`config.mk`:
```
export PLATFORM = sky130hd
export DESIGN_NAME = viterbi_decoder_top
export DESIGN_NICKNAME = d
export VERILOG_FILES = /design/src/rtl/viterbi_decoder_top.sv
export SDC_FILE = /design/constraint.sdc
export NUM_CORES = 1
export LEC_CHECK = 0
export ABC_AREA = 0
export CORE_MARGIN = 4
export CORE_UTILIZATION = 40
export CTS_CLUSTER_DIAMETER = 120
export DETAILED_ROUTE_END_ITERATION = 10
export GPL_ROUTABILITY_DRIVEN = 0
export PLACE_DENSITY = 0.67
export SLEW_MARGIN = 20
export SYNTH_ARGS = -nofsm -noshare
export SYNTH_HDL_FRONTEND = slang
export SYNTH_SLANG_ARGS = --single-unit
```
`constraint.sdc`:
```
create_clock -name clk -period 10.65 [get_ports clk]
set_clock_uncertainty 0.05 [all_clocks]
set_input_delay 2.13 -clock clk [delete_from_list [all_inputs] [get_ports clk]]
set_output_delay 2.13 -clock clk [all_outputs]
set_load 0.03 [all_outputs]
```
`src/rtl/viterbi_decoder_top.sv`:
```
// Hard-decision Viterbi decoder, rate 1/2, K=3, generators 7/5 (octal).
// Re-decodes the held input frame on a free-running 18-cycle schedule.
module viterbi_decoder_top #(
   parameter int FRAME_SYMS = 8,
   parameter int PM_W       = 5
) (
   input  logic                    clk,
   input  logic                    rst,
   input  logic [2*FRAME_SYMS-1:0] data_in,
   output logic [FRAME_SYMS-1:0]   data_out
);

   localparam int IW = $clog2(FRAME_SYMS);
   localparam logic [PM_W-1:0] PM_MAX  = '1;
   localparam logic [IW-1:0]   LAST_IX = IW'(FRAME_SYMS - 1);

   typedef enum logic [1:0] {
      LOAD,
      ACS,
      TRACEBACK,
      OUTPUT
   } state_t;

   state_t                  state;
   logic [2*FRAME_SYMS-1:0] frame;
   logic [PM_W-1:0]         pm     [4];
   logic [PM_W-1:0]         pm_nxt [4];
   logic [FRAME_SYMS-1:0]   surv   [4];
   logic [IW-1:0]           idx;
   logic [1:0]              tb_state;
   logic [FRAME_SYMS-1:0]   dec;

   logic [1:0]      rx;
   logic [1:0]      ns;
   logic [1:0]      e0;
   logic [1:0]      e1;
   logic [PM_W-1:0] cand0;
   logic [PM_W-1:0] cand1;
   logic [3:0]      sel;
   logic [1:0]      best;
   logic [PM_W-1:0] best_pm;

   function automatic logic [1:0] ham(
      input logic [1:0] a,
      input logic [1:0] b
   );
      logic [1:0] x;
      x = a ^ b;
      return {1'b0, x[1]} + {1'b0, x[0]};
   endfunction

   function automatic logic [PM_W-1:0] sat_add(
      input logic [PM_W-1:0] a,
      input logic [1:0]      d
   );
      logic [PM_W:0] s;
      s = {1'b0, a} + {{(PM_W-1){1'b0}}, d};
      return (s > {1'b0, PM_MAX}) ? PM_MAX : s[PM_W-1:0];
   endfunction

   // Next state {u,s1} is reached from {s1,0} or {s1,1}; the s2=1
   // branch output is the complement of the s2=0 branch output.
   always_comb begin
      rx      = frame[2*(FRAME_SYMS-1-int'(idx)) +: 2];
      ns      = '0;
      e0      = '0;
      e1      = '0;
      cand0   = '0;
      cand1   = '0;
      sel     = '0;
      for (int n = 0; n < 4; n++) begin
         pm_nxt[n] = '0;
      end
      for (int n = 0; n < 4; n++) begin
         ns        = 2'(n);
         e0        = {ns[1] ^ ns[0], ns[1]};
         e1        = ~e0;
         cand0     = sat_add(pm[{ns[0], 1'b0}], ham(rx, e0));
         cand1     = sat_add(pm[{ns[0], 1'b1}], ham(rx, e1));
         sel[n]    = (cand1 < cand0);
         pm_nxt[n] = sel[n] ? cand1 : cand0;
      end
      best    = '0;
      best_pm = pm_nxt[0];
      for (int i = 1; i < 4; i++) begin
         if (pm_nxt[i] < best_pm) begin
            best    = 2'(i);
            best_pm = pm_nxt[i];
         end
      end
   end

   always_ff @(posedge clk) begin
      if (!rst) begin
         state    <= LOAD;
         data_out <= '0;
         frame    <= '0;
         idx      <= '0;
         tb_state <= '0;
         dec      <= '0;
         pm[0]    <= '0;
         for (int n = 1; n < 4; n++) begin
            pm[n] <= PM_MAX;
         end
         for (int n = 0; n < 4; n++) begin
            surv[n] <= '0;
         end
      end else begin
         unique case (state)
            LOAD: begin
               frame <= data_in;
               pm[0] <= '0;
               for (int n = 1; n < 4; n++) begin
                  pm[n] <= PM_MAX;
               end
               idx   <= '0;
               state <= ACS;
            end
            ACS: begin
               for (int n = 0; n < 4; n++) begin
                  pm[n]        <= pm_nxt[n];
                  surv[n][idx] <= sel[n];
               end
               if (idx == LAST_IX) begin
                  tb_state <= best;
                  state    <= TRACEBACK;
               end else begin
                  idx <= idx + 1'b1;
               end
            end
            TRACEBACK: begin
               // Decoded bit is s1 of the current state; first step
               // (last symbol) ends up in the LSB after all shifts.
               dec      <= {tb_state[1], dec[FRAME_SYMS-1:1]};
               tb_state <= {tb_state[0], surv[tb_state][idx]};
               if (idx == '0) begin
                  state <= OUTPUT;
               end else begin
                  idx <= idx - 1'b1;
               end
            end
            OUTPUT: begin
               data_out <= dec;
               state    <= LOAD;
            end
            default: state <= LOAD;
         endcase
      end
   end

endmodule

```
==> out/qor.txt <==
run status -> complete, no violations
Rel. slew slack -> 36.43%
routed via count -> 4,754
Starting Density -> 41.13%
Post-CTS Hold Buffers -> 0
Netlist cell types -> 71
Worst EP arrival -> 9.20 ns
crit path from -> idx[1]
setup TNS -> 0 ns
Crit. End Element -> flip-flop
drc violations -> 0
initial antenna violation count -> 0
synthesized net count -> 721
Post-Synth Adder-Cell Area -> 10.71%
core footprint -> 0.01531 mm^2
area leader, netlist -> edfxtp_1
mux cell area share after synthesis -> 13.85%
Most common cell on crit path -> ha_1
H-tree depth -> 3
CP max stage cell -> dfxtp_1
Final Slew Violations -> 0
Synth top area share -> 22.41%
Mapped Area -> 0.006299 mm^2
GRT overflow -> 0
fin crit share -> 84.81%
most common cell in the netlist -> nor2_1
Die Y -> 133.5 um
Hold Crit Start -> frame[13]
cts bufs inserted -> 9
Routed Antenna Nets -> 0
I/O Buffers -> 25
Max Buffers Root-to-Sink -> 2
pin count of the biggest net entering global routing -> 51
CTS resizes -> 0
max cap viols -> 0
Synth Area in Simple Gates -> 18.97%
Worst-path clk slew -> 0.07 ns
DRT iter0 DRCs -> 350
worst hold path type -> reg -> reg
post-CTS setup buffers -> 0
Seq cells post-synth -> 93
Synth Area in Compound Gates -> 13.17%
final WL -> 13.84 mm
routed vias/inst -> 5.408
Reg-to-Reg End -> tb_state[0]
top_reg_cell synth -> edfxtp_1
vias in the first global route -> 4,818
GR Util All Layers -> 16.12%
worst-path fanout max -> 14
WP data required -> 10.82 ns
# diodes -> 0
RSZ-0062 raised after global routing -> false
Fin. Hold Viols -> 0
Seq/Total Area, Yosys -> 37.03%
worst skew pair latency -> 0.34 ns
root buffer cell -> clkbuf_16
fraction of layout cells with a size suffix above 1 -> 7.934%
Synth Area in XOR/XNOR -> 1.947%
Core Rows -> 45
first-pass GRT wire length -> 23.41 mm
Final setup viols -> 0
IO Count -> 26
fmax -> 110.7 MHz
Post-synth EDFFs -> 47
synth-to-layout area growth -> 11.38%
Mapped Cells -> 653
Hold Path Cell Cnt -> 2
CP peak stage delay -> 0.70 ns
CTS tree -> yes
die width -> 133.5 um
Ys Warns -> 0
CP Launch Type -> flip-flop
Worst Path Buf+Inv -> 2
largest family of logic cells by synthesized area -> simple AND/OR/NAND/NOR gates
CP delay by family, top -> compound AO/OA/AOI/OAI gates
Setup CP Type -> reg -> reg
ys async rst share -> 0%
DP HPWL -> 10.73 mm
Tmin final -> 9.032 ns
Reg2Reg Depth -> 38
reg-to-reg slack, setup -> 1.62 ns
Pre-antenna DRT Iters -> 5
Avg Cell Area, Syn -> 9.646 um^2
WL/cell -> 15.75 um
Synth area leaders -> edfxtp_1, dfxtp_1, ha_1, mux2i_1, nor2_1
top cells by count, synth -> nor2_1, nand2_1, mux2i_1
clk sinks -> 93
Worst Tran Pin Value -> 0.9536 ns
RR Startpoint -> idx[1]
full die area -> 0.01782 mm^2
hold path endpoint -> frame[13]
Layout Nets -> 731
[worst register-to-register path: cells and delay by family (launching register included)]
family / cells / cell delay (ns)
AO/OA/AOI/OAI: 18 / 3.71
adder cells (fa/ha/maj): 6 / 1.81
AND/OR/NAND/NOR: 10 / 1.79
multiplexers: 2 / 0.76
flip-flops: 1 / 0.70
buffers and inverters: 2 / 0.12
[how the worst max path moves through the flow]
stage | end | slack [ns] | depth (start not counted)
after floorplan | flip-flop | 2.39 | 40
after global placement | flip-flop | 2.21 | 38
after detailed placement | flip-flop | 1.69 | 38
after CTS | tb_state[0] | 1.66 | 38
after global routing | tb_state[0] | 0.94 | 38
final | tb_state[0] | 1.62 | 38
[metal layers]
metal	wire, um	GRT usage (%)	up-vias
met5	0	0	-
met1	6232	21.66	2246
li1	-	-	2329
met2	6451	26.13	153
met4	271	6.171	0
met3	889	2.681	26
[per-stage QoR]
stage	hold slack [ns]	worst slack, ns	cell area [um^2]	util [%]	std cells
5_1_grt	0.4888	0.9441	7015	45.81	879
6_report	0.4727	1.618	7015	45.81	879
3_5_place_dp	0.4584	1.692	6698	43.73	863
2_1_floorplan	0.4157	2.394	6299	-	653
4_1_cts	0.4762	1.665	7015	45.81	879
3_3_place_gp	0.4381	2.208	6698	43.73	863
[kinds of logic (layout without fill, tap and decap cells)]
logic type      after synthesis  in the layout
compound gates              111            111
xor+xnor                     14             14
fa+ha+maj                    51             51
buf+inv                      65             80
flops                        93             93
mux                          70             70
simple gates                249            249
[state kept, by name (all words and copies together), names as in the netlist, named ones only]
signal and count:
state 2, idx 3, data_out 8, pm 20, dec 8, frame 16
surv 32, tb_state 2
[cells in the final DEF, fill, tap and decap left out, drive strengths merged, types with 3 or more instances in the layout]
cell           instances
dfxtp                 46
xnor2                  4
o21ai                 20
ha                    45
nor2b                 41
nand2                 68
a211oi                 6
edfxtp                47
a31oi                  5
nand3                 12
mux4                  12
or2                    4
fa                     5
and2                  10
mux2                   4
and3                   6
nor2                  75
clkbuf                11
inv                   37
a21boi                 3
nand2b                21
a41oi                  3
buf                    3
a21o                   9
o21a                   8
mux2i                 54
a21oi                 25
nor3                   5
o32ai                  3
xor2                  10
clkdlybuf4s50         25
[cell type report]
type,count,area (um^2)
Fill cell,1471,8299
Multi-Input combinational cell,495,3694
Sequential cell,93,2332
Timing Repair Buffer,28,272.8
Tap cell,211,264.0
Clock buffer,11,232.7
Inverter,36,135.1
Clock inverter,5,85.08
Power is not shown: default switching activity piles up to over one toggle a cycle in this logic, so the estimate is an artifact.
